File: src/rtl/bus_pkg.sv
// Shared types for the queued bus master: FSM state encoding and the command record.
// Default widths here match the bus_master_q parameter defaults.
package bus_pkg;

    localparam int unsigned ADDR_W_DEF = 16;
    localparam int unsigned DATA_W_DEF = 32;

    typedef enum logic [1:0] {
        IDLE       = 2'd0,
        ADDR_PHASE = 2'd1,
        DATA_PHASE = 2'd2,
        RESP       = 2'd3
    } state_t;

    typedef struct packed {
        logic                  write;
        logic [ADDR_W_DEF-1:0] addr;
        logic [DATA_W_DEF-1:0] wdata;
    } cmd_t;

    function automatic int unsigned ptr_width(input int unsigned depth);
        return $clog2(depth);
    endfunction

endpackage

File: src/rtl/bus_if.sv
// Shared-bus signal bundle: one address phase then one data phase, each closed by bus_ready.
interface bus_if #(
    parameter int unsigned ADDR_W = 16,
    parameter int unsigned DATA_W = 32
);
    logic              bus_valid;
    logic              bus_read;
    logic              bus_write;
    logic [ADDR_W-1:0] bus_addr;
    logic [DATA_W-1:0] bus_wdata;
    logic              bus_ready;
    logic [DATA_W-1:0] bus_rdata;

    modport master (
        output bus_valid, bus_read, bus_write, bus_addr, bus_wdata,
        input  bus_ready, bus_rdata
    );

    modport slave (
        input  bus_valid, bus_read, bus_write, bus_addr, bus_wdata,
        output bus_ready, bus_rdata
    );
endinterface

File: src/rtl/bus_master_q_cmd_fifo.sv
// Synchronous command FIFO; pointers carry an extra wrap bit so full and empty
// are told apart without a separate occupancy register.
module cmd_fifo
    import bus_pkg::*;
#(
    parameter type         entry_t = cmd_t,
    parameter int unsigned DEPTH   = 4,
    localparam int unsigned PTR_W  = ptr_width(DEPTH)
) (
    input  logic           clk,
    input  logic           reset_n,
    input  logic           push,
    input  entry_t         push_data,
    input  logic           pop,
    output entry_t         head,
    output logic           full,
    output logic           empty,
    output logic [PTR_W:0] count
);

    entry_t         mem [DEPTH];
    logic [PTR_W:0] wr_ptr_q, wr_ptr_d;
    logic [PTR_W:0] rd_ptr_q, rd_ptr_d;
    logic           do_push;
    logic           do_pop;

    assign full    = (wr_ptr_q[PTR_W] != rd_ptr_q[PTR_W]) &&
                     (wr_ptr_q[PTR_W-1:0] == rd_ptr_q[PTR_W-1:0]);
    assign empty   = (wr_ptr_q == rd_ptr_q);
    assign count   = wr_ptr_q - rd_ptr_q;
    assign do_push = push && !full;
    assign do_pop  = pop && !empty;
    assign head    = mem[rd_ptr_q[PTR_W-1:0]];

    always_comb begin
        wr_ptr_d = wr_ptr_q;
        rd_ptr_d = rd_ptr_q;
        if (do_push) begin
            wr_ptr_d = wr_ptr_q + 1'b1;
        end
        if (do_pop) begin
            rd_ptr_d = rd_ptr_q + 1'b1;
        end
    end

    // Storage carries no reset so it can map onto distributed/block RAM.
    always_ff @(posedge clk) begin
        if (do_push) begin
            mem[wr_ptr_q[PTR_W-1:0]] <= push_data;
        end
    end

    always_ff @(posedge clk or negedge reset_n) begin
        if (!reset_n) begin
            wr_ptr_q <= '0;
            rd_ptr_q <= '0;
        end else begin
            wr_ptr_q <= wr_ptr_d;
            rd_ptr_q <= rd_ptr_d;
        end
    end

endmodule

File: src/rtl/bus_master_q.sv
// Queued bus master: buffers requester commands and runs each as an address phase
// plus a data phase on bus_if, returning one response strobe per command.
module bus_master_q
    import bus_pkg::*;
#(
    parameter int unsigned ADDR_W     = 16,
    parameter int unsigned DATA_W     = 32,
    parameter int unsigned FIFO_DEPTH = 4,
    parameter int unsigned TIMEOUT    = 15
) (
    input  logic              clk,
    input  logic              reset_n,
    input  logic              cmd_valid,
    output logic              cmd_ready,
    input  logic              cmd_write,
    input  logic [ADDR_W-1:0] cmd_addr,
    input  logic [DATA_W-1:0] cmd_wdata,
    output logic              rsp_valid,
    output logic              rsp_write,
    output logic              rsp_err,
    output logic [DATA_W-1:0] rsp_rdata,
    bus_if.master             bus
);

    localparam int unsigned PTR_W = ptr_width(FIFO_DEPTH);
    localparam int unsigned CNT_W = $clog2(TIMEOUT + 1);
    localparam logic [CNT_W-1:0] CNT_LAST = CNT_W'(TIMEOUT - 1);
    localparam logic [CNT_W-1:0] CNT_MAX  = CNT_W'(TIMEOUT);

    typedef struct packed {
        logic              write;
        logic [ADDR_W-1:0] addr;
        logic [DATA_W-1:0] wdata;
    } mcmd_t;

    mcmd_t          push_cmd;
    mcmd_t          head_cmd;
    logic           fifo_full;
    logic           fifo_empty;
    logic [PTR_W:0] fifo_count;
    logic           have_cmd;
    logic           pop;

    state_t            state_q, state_d;
    mcmd_t             cmd_q, cmd_d;
    logic [CNT_W-1:0]  wait_q, wait_d;
    logic              timed_out;
    logic [DATA_W-1:0] rdata_cap;
    logic              in_phase;

    logic              bus_valid_q, bus_valid_d;
    logic              bus_read_q, bus_read_d;
    logic              bus_write_q, bus_write_d;
    logic [ADDR_W-1:0] bus_addr_q, bus_addr_d;
    logic [DATA_W-1:0] bus_wdata_q, bus_wdata_d;
    logic              rsp_valid_q, rsp_valid_d;
    logic              rsp_write_q, rsp_write_d;
    logic              rsp_err_q, rsp_err_d;
    logic [DATA_W-1:0] rsp_rdata_q, rsp_rdata_d;

    assign push_cmd = '{write: cmd_write, addr: cmd_addr, wdata: cmd_wdata};
    assign cmd_ready = !fifo_full;
    assign have_cmd  = (fifo_count != '0);

    cmd_fifo #(
        .entry_t (mcmd_t),
        .DEPTH   (FIFO_DEPTH)
    ) u_cmd_fifo (
        .clk       (clk),
        .reset_n   (reset_n),
        .push      (cmd_valid && cmd_ready),
        .push_data (push_cmd),
        .pop       (pop && !fifo_empty),
        .head      (head_cmd),
        .full      (fifo_full),
        .empty     (fifo_empty),
        .count     (fifo_count)
    );

    always_comb begin
        state_d   = state_q;
        cmd_d     = cmd_q;
        wait_d    = wait_q;
        pop       = 1'b0;
        timed_out = 1'b0;
        rdata_cap = '0;

        unique case (state_q)
            IDLE: begin
                if (have_cmd) begin
                    pop     = 1'b1;
                    cmd_d   = head_cmd;
                    state_d = ADDR_PHASE;
                end
            end
            ADDR_PHASE: begin
                if (bus.bus_ready) begin
                    state_d = DATA_PHASE;
                end else if (wait_q == CNT_LAST) begin
                    timed_out = 1'b1;
                    state_d   = RESP;
                end else if (wait_q != CNT_MAX) begin
                    wait_d = wait_q + 1'b1;
                end
            end
            DATA_PHASE: begin
                if (bus.bus_ready) begin
                    if (!cmd_q.write) begin
                        rdata_cap = bus.bus_rdata;
                    end
                    state_d = RESP;
                end else if (wait_q == CNT_LAST) begin
                    timed_out = 1'b1;
                    state_d   = RESP;
                end else if (wait_q != CNT_MAX) begin
                    wait_d = wait_q + 1'b1;
                end
            end
            RESP: begin
                if (have_cmd) begin
                    pop     = 1'b1;
                    cmd_d   = head_cmd;
                    state_d = ADDR_PHASE;
                end else begin
                    state_d = IDLE;
                end
            end
            default: state_d = IDLE;
        endcase

        if (state_d != state_q) begin
            wait_d = '0;
        end
    end

    // Outputs are decoded from the next state so they line up with the state register.
    always_comb begin
        in_phase    = (state_d == ADDR_PHASE) || (state_d == DATA_PHASE);
        bus_valid_d = in_phase;
        bus_read_d  = in_phase && !cmd_d.write;
        bus_write_d = in_phase && cmd_d.write;
        bus_addr_d  = in_phase ? cmd_d.addr : '0;
        bus_wdata_d = ((state_d == DATA_PHASE) && cmd_d.write) ? cmd_d.wdata : '0;
        rsp_valid_d = (state_d == RESP);
        rsp_write_d = (state_d == RESP) && cmd_d.write;
        rsp_err_d   = (state_d == RESP) && timed_out;
        rsp_rdata_d = (state_d == RESP) ? rdata_cap : '0;
    end

    always_ff @(posedge clk or negedge reset_n) begin
        if (!reset_n) begin
            state_q     <= IDLE;
            cmd_q       <= '0;
            wait_q      <= '0;
            bus_valid_q <= 1'b0;
            bus_read_q  <= 1'b0;
            bus_write_q <= 1'b0;
            bus_addr_q  <= '0;
            bus_wdata_q <= '0;
            rsp_valid_q <= 1'b0;
            rsp_write_q <= 1'b0;
            rsp_err_q   <= 1'b0;
            rsp_rdata_q <= '0;
        end else begin
            state_q     <= state_d;
            cmd_q       <= cmd_d;
            wait_q      <= wait_d;
            bus_valid_q <= bus_valid_d;
            bus_read_q  <= bus_read_d;
            bus_write_q <= bus_write_d;
            bus_addr_q  <= bus_addr_d;
            bus_wdata_q <= bus_wdata_d;
            rsp_valid_q <= rsp_valid_d;
            rsp_write_q <= rsp_write_d;
            rsp_err_q   <= rsp_err_d;
            rsp_rdata_q <= rsp_rdata_d;
        end
    end

    assign bus.bus_valid = bus_valid_q;
    assign bus.bus_read  = bus_read_q;
    assign bus.bus_write = bus_write_q;
    assign bus.bus_addr  = bus_addr_q;
    assign bus.bus_wdata = bus_wdata_q;
    assign rsp_valid     = rsp_valid_q;
    assign rsp_write     = rsp_write_q;
    assign rsp_err       = rsp_err_q;
    assign rsp_rdata     = rsp_rdata_q;

endmodule

File: src/flat_wrapper.sv
// flat-port wrapper written by rule: the top's interface ports become plain ports
module bus_master_q_flat import bus_pkg::*;
#(
    parameter int unsigned ADDR_W     = 16,
    parameter int unsigned DATA_W     = 32,
    parameter int unsigned FIFO_DEPTH = 4,
    parameter int unsigned TIMEOUT    = 15
)
  (clk, reset_n, cmd_valid, cmd_ready, cmd_write, cmd_addr, cmd_wdata, rsp_valid, rsp_write, rsp_err, rsp_rdata, bus_bus_valid, bus_bus_read, bus_bus_write, bus_bus_addr, bus_bus_wdata, bus_bus_ready, bus_bus_rdata);
  bus_if #(.ADDR_W(ADDR_W), .DATA_W(DATA_W)) bus_i ();
  input  logic clk;
  input  logic reset_n;
  input  logic cmd_valid;
  output logic cmd_ready;
  input  logic cmd_write;
  input  logic [ADDR_W-1:0] cmd_addr;
  input  logic [DATA_W-1:0] cmd_wdata;
  output logic rsp_valid;
  output logic rsp_write;
  output logic rsp_err;
  output logic [DATA_W-1:0] rsp_rdata;
  output wire logic [$bits(bus_i.bus_valid)-1:0] bus_bus_valid;
  output wire logic [$bits(bus_i.bus_read)-1:0] bus_bus_read;
  output wire logic [$bits(bus_i.bus_write)-1:0] bus_bus_write;
  output wire logic [$bits(bus_i.bus_addr)-1:0] bus_bus_addr;
  output wire logic [$bits(bus_i.bus_wdata)-1:0] bus_bus_wdata;
  input wire logic [$bits(bus_i.bus_ready)-1:0] bus_bus_ready;
  input wire logic [$bits(bus_i.bus_rdata)-1:0] bus_bus_rdata;
  assign bus_bus_valid = bus_i.bus_valid;
  assign bus_bus_read = bus_i.bus_read;
  assign bus_bus_write = bus_i.bus_write;
  assign bus_bus_addr = bus_i.bus_addr;
  assign bus_bus_wdata = bus_i.bus_wdata;
  assign bus_i.bus_ready = bus_bus_ready;
  assign bus_i.bus_rdata = bus_bus_rdata;
  bus_master_q #(.ADDR_W(ADDR_W), .DATA_W(DATA_W), .FIFO_DEPTH(FIFO_DEPTH), .TIMEOUT(TIMEOUT)) u_core (.clk(clk), .reset_n(reset_n), .cmd_valid(cmd_valid), .cmd_ready(cmd_ready), .cmd_write(cmd_write), .cmd_addr(cmd_addr), .cmd_wdata(cmd_wdata), .rsp_valid(rsp_valid), .rsp_write(rsp_write), .rsp_err(rsp_err), .rsp_rdata(rsp_rdata), .bus(bus_i));
endmodule
File: config.mk
export PLATFORM = sky130hd
export DESIGN_NAME = bus_master_q_flat
export DESIGN_NICKNAME = d
export VERILOG_FILES = /design/src/rtl/bus_pkg.sv /design/src/rtl/bus_if.sv /design/src/rtl/bus_master_q_cmd_fifo.sv /design/src/rtl/bus_master_q.sv /design/src/flat_wrapper.sv
export SDC_FILE = /design/constraint.sdc
export NUM_CORES = 1
export LEC_CHECK = 0
export CAP_MARGIN = 5
export CORE_UTILIZATION = 40
export CTS_BUF_LIST = sky130_fd_sc_hd__clkbuf_2
export CTS_CLUSTER_SIZE = 30
export DETAILED_ROUTE_END_ITERATION = 16
export GPL_ROUTABILITY_DRIVEN = 0
export HOLD_SLACK_MARGIN = 0.12
export SLEW_MARGIN = 20
export SYNTH_ARGS = -nofsm -noshare
export SYNTH_HDL_FRONTEND = slang
export SYNTH_SLANG_ARGS = --single-unit
File: constraint.sdc
create_clock -name clk -period 4.7 [get_ports clk]
set_input_delay 0.705 -clock clk [delete_from_list [all_inputs] [get_ports clk]]
set_output_delay 0.705 -clock clk [all_outputs]
set_load 0.1 [all_outputs]
# [After elaboration in Yosys (flattened, before gate mapping)]
# Memory sizes are Yosys's and may differ from the RTL's.
# Index checks and enable logic that the tools add are counted.
[classes] addsub=4 mul=0 div_mod_pow=0 magnitude_cmp=0 eq_ne=14 shift=0 muxes=26 bitwise=0 reduce_logical=21
[op_table] op="two-way mux 32 bit" n=5
[op_table] op="two-way mux 49 bit" n=2
[op_table] op="two-way mux 4 bit" n=5
[op_table] op="two-way mux 16 bit" n=1
[op_table] op="logical AND 1 bit" n=10
[op_table] op="equality test 2 bit, second input constant" n=4
[op_table] op="two-way mux 1 bit" n=8
[op_table] op="two-way mux 2 bit" n=4
[op_table] op="case mux 2 bit (4 select lines)" n=1
[op_table] op="adder 3 x 1 -> 3 bit, second input constant" n=2
[op_table] op="adder 4 x 1 -> 4 bit, second input constant" n=1
[op_table] op="equality test 2 x 1 -> 1 bit, second input constant" n=2
[op_table] op="equality test 4 bit, second input constant" n=1
[op_table] op="!= test 4 bit, second input constant" n=1
[op_table] op="AND reduction 4 bit" n=1
[op_table] op="nonzero test 2 bit" n=2
[op_table] op="OR reduction 2 bit" n=2
[op_table] op="equality test 3 bit" n=1
[op_table] op="logical NOT 1 bit" n=3
[op_table] op="nonzero test 3 bit" n=1
[op_table] op="subtractor 3 bit" n=1
[op_table] op="equality test 2 bit" n=1
[op_table] op="logical NOT 2 bit" n=1
[op_table] op="!= test 2 x 1 -> 1 bit, second input constant" n=1
[op_table] op="other kinds (4)" n=4
[word_totals] register_bits=147 latchBits=0 ram_bits=196 romBits=0 in_bits=85 out_inout_bits=87 wordCells=82 n_memories=1
[mem_list] name="u_core.u_cmd_fifo.mem" depth=4 word_bits=49 read_ports=1 rd_clocked_by_memory_dff=0 write_ports=1 line="bus_master_q_cmd_fifo.sv:21" rtl="entry_t mem [DEPTH];"

# [Logic depth before layout (Yosys ltp)]
# Gate-level depths: netlist of run 1.
[logic_depth] ltp_word=7 depth_mapped=13 mapped_depth_nobuf=9

# [Cells and area by module]
# A second synthesis of run 1 with hierarchy kept.
[unflattened] hier_cells=645 area_unflattened_um2=12692.2
[modules_own_cells] mod="cmd_fifo" n_inst=1 cells_per_inst=302 area_per_inst_um2=7522.2 seq_area_each_um2=6035.8
[modules_own_cells] mod="bus_master_q" n_inst=1 cells_per_inst=343 area_per_inst_um2=5170.0 seq_area_each_um2=3528.4

# [Least setup slack after synthesis of run 1]
# Ideal clock, no wire load.
[synth_path] kind="reg-to-reg" start="register u_core.u_cmd_fifo.rd_ptr_q[1]" end="memory u_core.u_cmd_fifo.mem[3][0] (netlist name) (enable)" setup_ps=413 arrival_time_ps=2903 required_ps=4287 slack_ps=1384 path_stages_with_launch=8 path_buffers=2 period_less_slack_ps=3316 path_cell_list="dfrtp_1 clkbuf_1 clkbuf_1 inv_1 ha_1 and2_1 a21boi_1 and2_1"
[synth_between] elab_chain_len=7
[synth_lines] element="start: declaration" line="bus_master_q_cmd_fifo.sv:23" rtl="logic [PTR_W:0] rd_ptr_q, rd_ptr_d;"
[synth_lines] element="start signal: assignment" line="bus_master_q_cmd_fifo.sv:59" rtl="rd_ptr_q <= rd_ptr_d;"
[synth_lines] element="equality test 2 bit *" line="bus_master_q_cmd_fifo.sv:28" rtl="(wr_ptr_q[PTR_W-1:0] == rd_ptr_q[PTR_W-1:0]);"
[synth_lines] element="logical AND 1 bit *" line="bus_master_q_cmd_fifo.sv:27" rtl="assign full = (wr_ptr_q[PTR_W] != rd_ptr_q[PTR_W]) &&"
[synth_lines] element="logical NOT 1 bit *" line="bus_master_q_cmd_fifo.sv:31, bus_master_q.sv:62"
[synth_lines] element="logical AND 1 bit" line="bus_master_q.sv:71" rtl=".push (cmd_valid && cmd_ready),"
[synth_lines] element="logical AND 1 bit *" line="bus_master_q_cmd_fifo.sv:31" rtl="assign do_push = push && !full;"
[synth_lines] element="two-way mux 1 bit *" line="bus_master_q_cmd_fifo.sv:48" rtl="if (do_push) begin"
[synth_lines] element="two-way mux 1 bit (implied by the code) *" line="bus_master_q_cmd_fifo.sv:49" rtl="mem[wr_ptr_q[PTR_W-1:0]] <= push_data;"
[synth_lines] element="end: declaration" line="bus_master_q_cmd_fifo.sv:21"
# Mark *: on every way between the ends. The rest lies on a longest branch, timed or not.

# [Worst setup path after layout of run 1]
[layout_path] start="register u_core.u_cmd_fifo.rd_ptr_q[0]" end="output port cmd_ready"
[layout_between] elab_chain_len=3
[layout_lines] element="equality test 2 bit" line="bus_master_q_cmd_fifo.sv:28"
[layout_lines] element="logical AND 1 bit" line="bus_master_q_cmd_fifo.sv:27"
[layout_lines] element="logical NOT 1 bit" line="bus_master_q.sv:62" rtl="assign cmd_ready = !fifo_full;"
[layout_lines] element="end: declaration" line="flat_wrapper.sv:14" rtl="output logic cmd_ready;"
# Every way passes these cells.

==> qor.yml, run 1 <==
power_and_ir_drop:
  p_leak_nw: 6.33
  internal_power_mw: 6.71
  p_sw_mw: 5.41
  clkPwrFrac_pct: 17.2
  power_mw: 12.1
  ir_drop_uv: 526
  switching_share_pct: 44.7
  combPwrFrac_pct: 46.6
  p_seq_share_pct: 36.1
  p_per_area_mw_per_mm2: 742
clock_tree:
  cts.sinks: 343
  clk_pin_slew_worst_paths_ns: 0.11
  ctsLongestPathBuffers: 3
  cts_max_level: 3
  worstSkewPairLatency_ns: 0.91
  numCtsBuffers: 85
  cts_tree: "built"
  cts-root-buf: "clkbuf_2"
  cts_setup_buffers: 0
sta:
  hold_viol: 0
  timing.fmax_ghz: 0.247
  min_period_ns: 4.05
  tns_ns: 0
  drv_slew: 0
  holdWs_ns: 0.327
  slew_headroom_pct: 32.6
  fin_crit_sh_pct: 86.1
  worstMarginPinSlew_ns: 1.01
  fin_skew_ns: 0.0971
  setup_viol: 0
  rsz0062_at_grt: "no"
floorplanning:
  die_area_mm2: 0.0339
  fp.dieH_um: 184
  coreArea_mm2: 0.0326
  initial_core_util_pct: 40.7
  design.portCount: 172
  die_w_um: 184
  placementRows: 66
global_route:
  grt_pass1_vias: 7997
  grt_pass1_wl_mm: 45.7
  antenna_found_initial: 1
  grt.total_usage_pct: 17.8
  grt_max_degree: 55
  overflow: 0
routing:
  drc_errors: 0
  vias: 7703
  drt_first_pass_iters: 4
  drtAntennaViolNets: 0
  drt_iter0_markers: 441
  viasPerCell: 5.15
  drt-total-wl_mm: 29.5
  wl_per_cell_um: 19.7
setup_path:
  path_max_fanout: 20
  critPathBufInv: 1
  required_ns: 3.99
  critPathCaptureType: "output pin"
  arrival_ns: 3.34
  reg2reg_depth: 9
  crit_end: "cmd_ready"
  crit_path_top_delay_cell: "clkdlybuf4s50_1"
  setup.worst_path.class: "register to output pin"
  ff2ff_setup_slack_ns: 1.16
  worstReg2RegStart: "u_core.u_cmd_fifo.rd_ptr_q[0]"
  path_cells: "ha_1 -> and2_1 -> nand2_1 -> clkdlybuf4s50_1"
  path_depth: 4
  setup.worst_path.start_class: "register"
  crit_family: "buffers and inverters"
  setup.worst_path.start: "u_core.u_cmd_fifo.rd_ptr_q[0]"
  critical-path-max-stage-delay_ns: 1.16
  r2r_end: "u_core.bus.bus_wdata[12]"
hold_path:
  hp-class: "input port to asynchronous set/reset pin"
cells_and_area:
  nNetsFinal: 1082
  fillerInstances: 2819
  multi_input_area_mm2: 0.00347
  seqCellArea_mm2: 0.00957
  finalInstanceArea_mm2: 0.0163
  area_delta_synth_final_pct: 22.9
  drive_above_1_share_pct: 23.5
  layout.cells.non_filler: 1497
logic_synthesis:
  synth-seq-area-share_pct: 72.0
  synth_seq_cells: 343
  avgSynthCellArea_um2: 17.4
  syn_area_mm2: 0.0133
  syn-num-nets: 863
  ys.flop_type: "edfxtp_1"
  syn_inst: 763
  synthDistinctLibCells: 43
  synthArstFlopShare_pct: 42.9
  yosysWarnings: 0
  synth_edf_count: 196
placed_design:
  dpl.cell_count: 1336
  place_area_mm2: 0.0155
  io_buffers: 171
  hpwl_mm: 17.1
job:
  cap_violations: 0
outcome:
  status: "complete, no violations"
kinds of logic after synthesis:
group           Yosys count  share of synthesized area [%]
mux                      51                           8.47
compound gates          169                           10.8
simple gates            113                           4.31
flops                   343                           72.0
fa+ha+maj                15                           1.41
xor+xnor                  9                          0.791
buf+inv                  63                           2.23
registers in the layout, indices dropped and copies added (netlist names), 2 cells and up:
name,cells
u_core.u_cmd_fifo.wr_ptr_q,3
u_core.u_cmd_fifo.mem,196
u_core.u_cmd_fifo.rd_ptr_q,3
u_core.state_q,2
u_core.wait_q,4
u_core.bus.bus_addr,16
u_core.cmd_q,49
u_core.rsp_rdata,32
u_core.bus.bus_wdata,32
layout make-up:
type	count	share of cell area (%)
timing repair buffer	186	11.3
sequential	343	58.6
clock inverter	35	1.41
multi-input combinational	357	21.3
clock buffer	124	3.80
antenna	1	0.0153
inverter	9	0.207
tap	442	3.39
what timing repair did:
action,CTS,global route
hold buffers,1,0
gates resized for setup,0,0
endpoints found under the hold margin,45,0
cell usage after synthesis (2+ instances only):
cell      count  area (um^2)
xor2_1        5         43.8
and2_1       38          238
nor2_1        4         15.0
clkbuf_1     31          116
o311ai_2      2         32.5
dfrtp_1     147         3680
ha_1         15          188
o31ai_1      48          360
a22oi_1       3         22.5
mux4_2       49         1100
nand2_1      56          210
a21boi_1     19          143
nand3_1       2         10.0
a21oi_1       2         10.0
and3_1        3         18.8
inv_1         9         33.8
o21ai_0       5         25.0
o211ai_1     51          383
buf_4         5         37.5
nor2b_1       3         18.8
buf_2        15         75.1
edfxtp_1    196         5890
xnor2_1       2         17.5
buf_6         3         33.8
a221oi_1      4         35.0
a22oi_2      29          363
cells in the final DEF (no fill, tap or decap), types with 2 or more instances in the layout:
cell type and instances:
a22oi_1 3, clkinv_2 4, clkinv_1 24, clkdlybuf4s50_1 170
dfrtp_1 145, o31ai_1 48, bufinv_16 3, nor2_1 4
clkbuf_2 124, and2_1 34, o21ai_0 5, and2_2 2
a221oi_1 4, inv_2 2, xnor2_1 2, nor2b_1 3
xor2_4 2, inv_1 8, buf_12 2, xor2_1 5
a21boi_1 19, o211ai_1 51, ha_1 14, edfxtp_1 196
inv_6 3, and3_1 2, and2_4 2, nand3_1 2
a21oi_1 2, buf_4 12, nand2_1 55, a22oi_2 29
mux4_2 49
worst min-delay path by stage:
stage / end / slack [ns] / cells after the start
global placement: u_core.cmd_q[34] / 0.48 / 2
CTS: u_core.bus.bus_wdata[11] / 0.21 / 2
global route: u_core.bus.bus_wdata[11] / 0.27 / 2
floorplan: u_core.bus.bus_addr[0] / 0.41 / 0
detailed placement: u_core.cmd_q[46] / 0.48 / 2
finish: u_core.bus.bus_addr[15] / 0.33 / 2
routing by layer:
metal,part of all wire (%),up-vias,GRT usage (%)
met1,45,3937,24.5
met2,47,247,27.7
li1,-,3479,-
met5,0,-,0
met4,1.7,0,6.73
met3,5.9,40,4.05
metrics by stage:
step / util, % / worst slack, ns
global route: 50.1 / 0.469
detailed placement: 47.4 / 1.11
floorplan: - / 1.38
finish: 50.1 / 0.651
global placement: 47.4 / 1.19
CTS: 50.1 / 0.502
power by group through the flow:
stage	clock network [mW]	logic, mW	registers [mW]
floorplan	0	3.16	5.42
CTS	2.16	5.73	4.40
finish	2.09	5.65	4.38
global placement	0	5.64	4.45
detailed placement	0	5.72	4.46
global route	2.33	6.07	4.45
Power figures use the tool's default switching activity.
==> run 2, diff against run 1 <==
Settings changed: CORE_ASPECT_RATIO from default to 0.5, RECOVER_POWER from default to 25.
==> qor.yml, run 2 (same netlist as run 1, synthesis figures left out) <==
power_and_ir_drop:
  power_mw: 12.1
  ir_drop_uv: 599
  p_per_area_mw_per_mm2: 744
  p_leak_nw: 6.32
sta:
  worstMarginPinSlew_ns: 1.03
  holdWs_ns: 0.305
  fin_ws_ns: 0.456
  tns_ns: 0
  drv_slew: 0
  hold_viol: 0
  fin_crit_sh_pct: 90.3
  slew_headroom_pct: 31.0
  timing.fmax_ghz: 0.236
  setup_viol: 0
  min_period_ns: 4.24
  fin_skew_ns: 0.0804
  rsz0062_at_grt: "no"
setup_path:
  worstReg2RegStart: "u_core.u_cmd_fifo.rd_ptr_q[0]"
  setup.worst_path.start_class: "register"
  path_max_fanout: 25
  setup.worst_path.class: "register to output pin"
  crit_path_top_delay_cell: "clkdlybuf4s50_1"
  critPathBufInv: 1
  critPathCaptureType: "output pin"
  crit_family: "buffers and inverters"
  reg2reg_depth: 8
  ff2ff_setup_slack_ns: 1.01
  setup.worst_path.start: "u_core.u_cmd_fifo.rd_ptr_q[0]"
  path_cells: "ha_1 -> and2_1 -> nand2_1 -> clkdlybuf4s50_1"
  arrival_ns: 3.54
  path_depth: 4
  required_ns: 3.99
  critical-path-max-stage-delay_ns: 1.14
hold_path:
  min_path_cells: 2
  hp-class: "input port to register"
  min_from: "bus_bus_rdata[13]"
clock_tree:
  cts_resized: 0
  cts_max_level: 3
  ctsLongestPathBuffers: 3
  cts-root-buf: "clkbuf_2"
  worstSkewPairLatency_ns: 0.95
  clk_pin_slew_worst_paths_ns: 0.11
  numCtsBuffers: 77
  cts.sinks: 343
  cts_tree: "built"
cells_and_area:
  largest_reg_flops: 196
  final_common_cell: "edfxtp_1"
  final_util_pct: 50.5
  mostFrequentLayoutCells: "196 x edfxtp_1, 145 x dfrtp_1, 126 x clkbuf_2, 121 x clkdlybuf4s50_1, 55 x nand2_1"
  area_delta_synth_final_pct: 22.3
  finalInstanceArea_mm2: 0.0162
  drive_above_1_share_pct: 24.0
  nNetsFinal: 1078
  layout.cells.non_filler: 1474
floorplanning:
  initial_core_util_pct: 41.3
  die_w_um: 260
  die_area_mm2: 0.0340
  placementRows: 46
  coreArea_mm2: 0.0322
  fp.dieH_um: 131
  design.portCount: 172
routing:
  vias: 7721
  drt_first_pass_iters: 5
  wl_per_cell_um: 20.8
  drt-total-wl_mm: 30.6
  viasPerCell: 5.24
  drc_errors: 0
  drt_iter0_markers: 488
  drtAntennaViolNets: 0
job:
  cap_violations: 0
global_route:
  grt_pass1_wl_mm: 47.4
  grt.total_usage_pct: 18.6
  overflow: 0
  grt_pass1_vias: 8270
  antenna_found_initial: 1
  grt_max_degree: 107
placed_design:
  dpl.cell_count: 1330
  io_buffers: 171
  place_area_mm2: 0.0155
  hpwl_mm: 17.8
  dpl_worst_slack_ns: 1.05
outcome:
  status: "complete, no violations"
run 2: cell types whose count changed in the layout (fill, tap and decap cells not counted), sizes merged:
cell           before  now
clkbuf            124  126
dlygate4sd3         1   50
clkdlybuf4s50     170  121
clkinv             28   11
buf                15   19
inv                13   11
bufinv              3    2
clkinvlp            0    1
run 2: routing by layer:
metal / share of wire, % / global-route usage (%) / wire (um)
met2: 50 / 30.5 / 15200
met1: 44 / 24.2 / 13300
met3: 4.8 / 4.82 / 1480
met4: 2.0 / 6.85 / 603
met5: 0 / 0 / 0
run 2: what timing repair did:
action / 4_1_cts / 5_1_grt
hold buffers: 1 / 0
hold endpoints to repair: 105 / 0
buffers inserted: 0 / 0
setup endpoints to repair: 0 / 0
run 2: layout make-up:
| type | count | area, um^2 |
|---|---|---|
| clock buffer | 126 | 631 |
| sequential | 343 | 9570 |
| tap | 432 | 541 |
| timing repair buffer | 190 | 1870 |
| antenna | 1 | 2.50 |
| fill | 2760 | 15900 |
| clock inverter | 16 | 131 |
| inverter | 9 | 33.8 |
| multi-input combinational | 357 | 3470 |
run 2: path summary, 6_finish.rpt:
check	endpoint
max in group asynchronous	u_core.bus.bus_wdata[21]
worst max-delay path	cmd_ready
min in group asynchronous	u_core.bus.bus_addr[12]
worst min-delay path	u_core.rsp_rdata[13]
worst max register to register	u_core.rsp_rdata[24]
worst min register to register	u_core.cmd_q[33]
run 2: report_power, final:
group / total [mW] / leakage [nW] / internal [mW] / switching, mW
logic: 5.72 / 2.01 / 1.75 / 3.97
clock network: 1.98 / 0.583 / 0.817 / 1.17
registers: 4.38 / 3.72 / 4.07 / 0.314
total: 12.1 / 6.32 / 6.63 / 5.45
